==> src/rtl/timer_pkg.sv <==
// rtl/timer_pkg.sv - shared types and helpers for the multi-channel timer
package timer_pkg;

  // Channel life cycle: idle until enabled, counting, or parked after a one-shot.
  typedef enum logic [1:0] {
    IDLE = 2'd0,
    RUN  = 2'd1,
    DONE = 2'd2
  } ch_state_e;

  localparam logic MODE_PERIODIC = 1'b0;
  localparam logic MODE_ONESHOT  = 1'b1;

  // Low bit index of channel i inside a packed N_CH*w bus.
  function automatic int unsigned slice_lo(input int unsigned i, input int unsigned w);
    return i * w;
  endfunction

endpackage

==> src/rtl/timer_prescaler.sv <==
// rtl/timer_prescaler.sv - shared divide-by-PRESC tick generator
module timer_prescaler #(
  parameter int unsigned PRESC = 1
) (
  input  logic clkSignal,
  input  logic RST_n,
  input  logic en,
  output logic tick
);

  // A one-bit counter is kept for PRESC=1; it simply never leaves zero.
  localparam int unsigned    PW   = (PRESC > 1) ? $clog2(PRESC) : 1;
  localparam logic [PW-1:0]  LAST = PW'(PRESC - 1);

  logic [PW-1:0] cnt_q, cnt_d;

  // Advance the phase only while enabled; a frozen enable holds the phase.
  always_comb begin
    cnt_d = cnt_q;
    if (en) begin
      cnt_d = (cnt_q == LAST) ? '0 : cnt_q + PW'(1);
    end
  end

  // Phase register with synchronous active-low reset.
  always_ff @(posedge clkSignal) begin
    if (!RST_n) begin
      cnt_q <= '0;
    end else begin
      cnt_q <= cnt_d;
    end
  end

  assign tick = en && (cnt_q == LAST);

endmodule

==> src/rtl/multi_timer.sv <==
// rtl/multi_timer.sv - N-channel periodic/one-shot timer sharing one prescaler
module multi_timer
  import timer_pkg::*;
#(
  parameter int unsigned N_CH  = 4,
  parameter int unsigned CNT_W = 18,
  parameter int unsigned PRESC = 1
) (
  input  logic                    clkSignal,
  input  logic                    RST_n,
  input  logic                    EN,
  input  logic [N_CH-1:0]         chEn,
  input  logic [N_CH-1:0]         start,
  input  logic [N_CH-1:0]         oneShot,
  input  logic [N_CH*CNT_W-1:0]   maxCount,
  output logic [N_CH-1:0]         clkFinish,
  output logic [N_CH-1:0]         busy,
  output logic [N_CH*CNT_W-1:0]   count,
  output logic                    anyFinish
);

  logic tick;

  timer_prescaler #(
    .PRESC (PRESC)
  ) u_prescaler (
    .clkSignal (clkSignal),
    .RST_n     (RST_n),
    .en        (EN),
    .tick      (tick)
  );

  for (genvar i = 0; i < N_CH; i++) begin : g_ch
    localparam int unsigned LO = slice_lo(i, CNT_W);

    ch_state_e          state_q, state_d;
    logic [CNT_W-1:0]   cnt_q, cnt_d;
    logic [CNT_W-1:0]   reload_q, reload_d;
    logic               fin_q, fin_d;
    logic               chen_prev_q, chen_prev_d;
    logic [CNT_W-1:0]   max_slice;
    logic               at_terminal;

    assign max_slice   = maxCount[LO +: CNT_W];
    // reload==0 is a legal degenerate setting that must never reach terminal.
    assign at_terminal = (reload_q != '0) && (cnt_q == reload_q - CNT_W'(1));

    // Next-state logic: disable dominates, then restart, then tick-driven counting.
    always_comb begin
      state_d     = state_q;
      cnt_d       = cnt_q;
      reload_d    = reload_q;
      fin_d       = 1'b0;
      chen_prev_d = chEn[i];

      if (!chEn[i]) begin
        state_d = IDLE;
        cnt_d   = '0;
      end else begin
        unique case (state_q)
          IDLE: begin
            if (!chen_prev_q || start[i]) begin
              state_d  = RUN;
              cnt_d    = '0;
              reload_d = max_slice;
            end
          end
          RUN: begin
            // A restart strobe beats a coincident terminal tick: no pulse.
            if (start[i]) begin
              cnt_d    = '0;
              reload_d = max_slice;
            end else if (tick) begin
              if (at_terminal) begin
                fin_d    = 1'b1;
                cnt_d    = '0;
                reload_d = max_slice;
                state_d  = (oneShot[i] == MODE_ONESHOT) ? DONE : RUN;
              end else if (reload_q != '0) begin
                cnt_d = cnt_q + CNT_W'(1);
              end
            end
          end
          DONE: begin
            if (start[i]) begin
              state_d  = RUN;
              cnt_d    = '0;
              reload_d = max_slice;
            end
          end
          default: begin
            state_d = IDLE;
            cnt_d   = '0;
          end
        endcase
      end
    end

    // Channel registers with synchronous active-low reset.
    always_ff @(posedge clkSignal) begin
      if (!RST_n) begin
        state_q     <= IDLE;
        cnt_q       <= '0;
        reload_q    <= '0;
        fin_q       <= 1'b0;
        chen_prev_q <= 1'b0;
      end else begin
        state_q     <= state_d;
        cnt_q       <= cnt_d;
        reload_q    <= reload_d;
        fin_q       <= fin_d;
        chen_prev_q <= chen_prev_d;
      end
    end

    assign clkFinish[i]          = fin_q;
    assign busy[i]               = (state_q == RUN);
    assign count[LO +: CNT_W]    = cnt_q;
  end

  assign anyFinish = |clkFinish;

endmodule

==> config.mk <==
export PLATFORM = sky130hd
export DESIGN_NAME = multi_timer
export DESIGN_NICKNAME = d
export VERILOG_FILES = /design/src/rtl/timer_pkg.sv /design/src/rtl/timer_prescaler.sv /design/src/rtl/multi_timer.sv
export SDC_FILE = /design/constraint.sdc
export NUM_CORES = 1
export LEC_CHECK = 0
export BUFFER_PORTS_ARGS = -buffer_cell sky130_fd_sc_hd__buf_4
export CORE_ASPECT_RATIO = 1.2
export CORE_MARGIN = 1.5
export CORE_UTILIZATION = 52
export CTS_CLUSTER_SIZE = 10
export DETAILED_ROUTE_END_ITERATION = 8
export PLACE_DENSITY = 0.83
export SLEW_MARGIN = 20
export SYNTH_ARGS = -nofsm -noshare
export SYNTH_HDL_FRONTEND = slang
export SYNTH_HIERARCHICAL = 1
export SYNTH_SLANG_ARGS = --single-unit
==> constraint.sdc <==
create_clock -name clkSignal -period 3.2 [get_ports clkSignal]
set_input_delay 0.16 -clock clkSignal [delete_from_list [all_inputs] [get_ports clkSignal]]
set_output_delay 0.16 -clock clkSignal [all_outputs]
set_load 0.005 [all_outputs]
### Word-level counts from Yosys, hierarchy flattened

Index checks and enable logic that the tools add are counted.

* register bits after elaboration: 161
* input port bits: 87
* output and inout port bits: 81
* word-level logic and storage cells: 216

* add/subtract/negate cells: 9
* equal/unequal tests: 44
* mux-type cells: 85
* bitwise gates (word level): 11
* reductions and logical operators: 46

Operators with widths (count)
* $mux W18: 44
* $pmux W18 S3: 8
* $add A18 B1 Y18 const B: 4
* $eq A18 B18 Y1: 4
* $reduce_bool A18 Y1: 4
* $sub A18 B1 Y18 const B: 4
* $mux W2: 24
* $ne A2 B2 Y1 const B: 12
* $ne A3 B2 Y1 const B: 8
* $pmux W2 S3: 4
* $reduce_and A6 Y1: 4
* $reduce_and A5 Y1: 4
* $reduce_or A5 Y1: 4
* $ne A2 B1 Y1 const B: 8
* $ne A4 B2 Y1 const B: 4
* $reduce_and A4 Y1: 4
* $reduce_bool A3 Y1: 4
* $not A1 Y1: 11
* $eq A2 B1 Y1 const B: 4
* $eq A2 B2 Y1 const B: 4
* $logic_not A2 Y1: 4
* $reduce_and A2 Y1: 4
* $logic_and A1 B1 Y1: 5
* $mux W1: 5
* other kinds (4): 10

### Longest topological paths before layout

* depth in word-level cells: 7
* mapped depth: 12
* gate-level depth less buffers: 10

### By module

The synthesis kept the hierarchy.

By module, submodules not included
* multi_timer: instances 1, cells each 1217, area an instance 9726.8 um2
* timer_prescaler: instances 1, cells each 1, area an instance 7.5 um2

### Worst setup path after synthesis

OpenSTA, ideal clock, no wires.

* kind: reg-to-reg
* from: register g_ch[3].reload_q[0]
* to: register g_ch[3].reload_q[10]
* setup time: 72 ps
* data arrival time: 3117 ps
* required time: 3128 ps
* setup slack: 12 ps
* cell stages (with the launch flop): 12
* clock period less this slack: 3188 ps
* cells stage by stage: dfxtp_1 inv_1 ha_1 or4b_4 nor4_4 a21boi_2 nor3_1 or4_4 o31a_4 nor2_8 buf_12 mux2i_1

* longest elaborated chain between the ends: 5
* elaborated cells between the ends (all ways): 6
* those cells by class: add/sub (1); eq/ne (2); reduce/logical (3)

RTL lines
* start, declared: line multi_timer.sv:38 `logic [CNT_W-1:0] reload_q, reload_d;`
* start signal, assigned: line multi_timer.sv:110 `reload_q <= reload_d;`
* $sub A18 B1 Y18: line multi_timer.sv:46 `assign at_terminal = (reload_q != '0) && (cnt_q == reload_q - CNT_W'(1));`
* $eq A18 B18 Y1: line multi_timer.sv:46
* $logic_and A1 B1 Y1 (*): line multi_timer.sv:46
* $ne A3 B2 Y1 (no line) (*)
* $reduce_and A6 Y1 (no line) (*)

Every way passes the cells marked *; elsewhere a longest branch is shown, timed or not.
A chain may end at the register's enable or synchronous reset.

### Worst setup path after layout

* from: register g_ch[3].reload_q[12]
* to: register g_ch[3].reload_q[12]

Same word-level chain as after synthesis.

==> flow_summary.yaml <==
run_status:
  status: "finished clean"
sta:
  slew_headroom_pct: 55.5
  period_minus_slack_ns: 3.01
  fin_crit_sh_pct: 94.0
  slew_violations: 0
  hold_viol: 0
  max_freq_mhz: 332
  rsz0062_at_grt: "false"
  setup_viol_count_final: 0
  fin_skew_ns: 0.0108
  worst_pin_slew_ns: 0.662
  setup_ws_ns: 0.191
  fin_tns_setup_ns: 0
cells_and_area:
  final_cells: 1677
  n_antenna_cell: 0
  area_delta_synth_final_pct: 28.9
  final_nets: 1535
  fillCellCount: 1384
  seq_area_sq_mm: 0.00320
  fin_area_sq_mm: 0.0125
  multiInputGateArea_sq_mm: 0.00612
  drive_gt1_share_pct: 18.7
power_and_ir_drop:
  power_w: 0.00537
  p_per_area_mw_per_mm2: 428
  power.leakage_nw: 5.11
  peakVddDrop_uv: 373
critical_path:
  cp_cell_sequence: "or4_1 -> nor4_4 -> a21boi_2 -> nor3_1 -> or4_4 -> o31a_4 -> nor2_8 -> buf_12 -> mux2i_1"
  cp.arrival_ns: 3.36
  crit_family: "simple AND/OR/NAND/NOR gates"
  cp_data_required_time_ns: 3.55
  start_kind: "flip-flop"
  r2r_setup_slack_ns: 0.19
  crit_type: "reg -> reg"
  max_stage_delay_ns: 0.62
  cp-end-kind: "flip-flop"
  cp_max_fo: 9
  worst-path-buf-inv: 1
  crit_slowest_cell: "or4_1"
synth:
  synth_cell_types: 83
  syn_nets: 1313
  syn_inst: 1218
  synth-main-ff-cell: "dfxtp_1"
  yosysMostFrequentCell: "nand2_1"
  synth_area_leaders: "dfxtp_1 33%, xnor2_1 8.3%, nand2_1 8.2%, mux2i_1 7.9%, xor2_1 5.4%"
  yosysTopAreaCell: "dfxtp_1"
  syn_avg_cell_area_sq_um: 7.99
  yosys_warnings: 6
  ys_seq_area_share_pct: 32.9
  synth_edf_count: 0
  synth_seq_cells: 160
  yosysTopAreaCellShare_pct: 32.9
  async_reset_ff_share_pct: 0
  syn_area_sq_mm: 0.00973
  synth_common_cells: "212 x nand2_1, 160 x dfxtp_1, 101 x nor2_1, 92 x xnor2_1, 77 x mux2i_1"
global_routing:
  grt_usage_pct: 27.0
  antenna_found_initial: 0
  grt_max_degree: 52
  grt_pass1_vias: 9037
  grt.overflow.total: 0
  grt_pass1_wl_um: 43300
route:
  vias: 9587
  drc_errors: 0
  ant_nets: 0
  drt_wl_total_um: 26700
  vias_per_cell: 5.72
  first_iter_violations: 635
  drtPass1Iterations: 5
  wl_per_cell_um: 15.9
placement:
  dp_cells: 1583
  dpl.hpwl_um: 18300
  dp_slack_ns: 0.0785
  postPlaceCellArea_sq_mm: 0.0113
  gp_congestion: 0.936
  port_buffers: 167
floorplanning:
  start_util_pct: 53.4
  coreArea_sq_mm: 0.0182
  io_pins: 168
  die-width_um: 128
  die_area_sq_mm: 0.0196
  die_y_um: 153
  rows: 54
clocking:
  cts_sinks: 160
  h-tree-depth: 4
  cts_root_buf: "clkbuf_16"
  cts_buffers: 17
  path_clk_slew_ns: 0.07
  tritoncts: "yes"
  clockBufferDepth: 2
  worstSkewPairLatency_ns: 0.44
run:
  drv_cap: 0
worst_hold_path:
  hold_class: "in -> reg"
[state kept, by name, summed over array words and instances (netlist names)]
name and count:
g_ch.state_q 8, g_ch.fin_q 4, g_ch.reload_q 72, g_ch.cnt_q 72, g_ch.chen_prev_q 4
[per-layer routing]
layer	vias to the layer above	global-route usage [%]	routed length, um
met2	322	47.5	13500
met1	4534	33.5	11400
met3	48	5.01	1330
met4	0	7.49	473
li1	4683	-	-
met5	-	0	0
[cell usage in the layout (no fill, tap or decap), types with 18 or more instances in the layout]
| master | count |
|---|---|
| nand2_1 | 212 |
| buf_4 | 193 |
| dfxtp_1 | 160 |
| nor2_1 | 101 |
| xnor2_1 | 92 |
| mux2i_1 | 77 |
| nor3_1 | 72 |
| dlygate4sd3_1 | 61 |
| xor2_1 | 60 |
| nand3_1 | 40 |
| inv_1 | 36 |
| a21oi_1 | 30 |
| nand4_1 | 23 |
| o21ai_0 | 20 |
| clkbuf_16 | 18 |
[where the power goes]
group / total [W] / internal [W] / switching, W
Clock: 0.00211 / 0.00118 / 0.000935
Combinational: 0.00109 / 0.000532 / 0.000557
Sequential: 0.00216 / 0.00206 / 0.000102
[worst paths after layout]
kind / from / endpoint / depth (start not counted)
setup reg to reg: g_ch[3].reload_q[12]$_SDFFE_PN0P_ / g_ch[3].reload_q[12]$_SDFFE_PN0P_ / 9
hold / removal: maxCount[46] / g_ch[2].reload_q[10]$_SDFFE_PN0P_ / 3
setup / recovery: g_ch[3].reload_q[12]$_SDFFE_PN0P_ / g_ch[3].reload_q[12]$_SDFFE_PN0P_ / 9
hold reg to reg: g_ch[2].reload_q[17]$_SDFFE_PN0P_ / g_ch[2].reload_q[17]$_SDFFE_PN0P_ / 2
[per-stage QoR]
step                      hold WS, ns  util [%]
final                          0.0130      68.8
after detailed placement        0.392      61.8
after CTS                    0.000339      68.6
after global placement          0.388      61.8
after floorplan                 0.239         -
after global routing          0.00735      68.8
[kinds of logic after synthesis]
group	Yosys count	share of synthesized area, %
adder cells (fa/ha/maj)	8	1.03
multiplexers	78	8.03
AND/OR/NAND/NOR	605	31.3
flip-flops	160	32.9
XOR/XNOR	152	13.7
AO/OA/AOI/OAI	121	8.51
buffers and inverters	94	4.56
[timing repair]
action | 4_1_cts | 5_1_grt
hold endpoints to repair | 61 | 0
pin swaps | 0 | 3
cloned | 0 | 1
gates resized for setup | 2 | 4
hold buffers | 61 | 0
endpoints found under the setup margin | 6 | 66
setup buffers | 0 | 0
[final cells by class]
class | instances | share of cell area, %
Multi-Input combinational cell | 964 | 48.8
Sequential cell | 160 | 25.5
Timing Repair Buffer | 261 | 17.6
Clock buffer | 17 | 3.39
Tap cell | 224 | 2.23
Clock inverter | 15 | 1.40
Inverter | 36 | 1.08
[worst register-to-register path, delay by kind of cell (launching register included)]
| family | cells | cell delay (ns) |
|---|---|---|
| AND/OR/NAND/NOR | 5 | 1.63 |
| AO/OA/AOI/OAI | 2 | 0.58 |
| flip-flops | 1 | 0.36 |
| multiplexers | 1 | 0.21 |
| buffers and inverters | 1 | 0.16 |
Power figures use the tool's default switching activity.
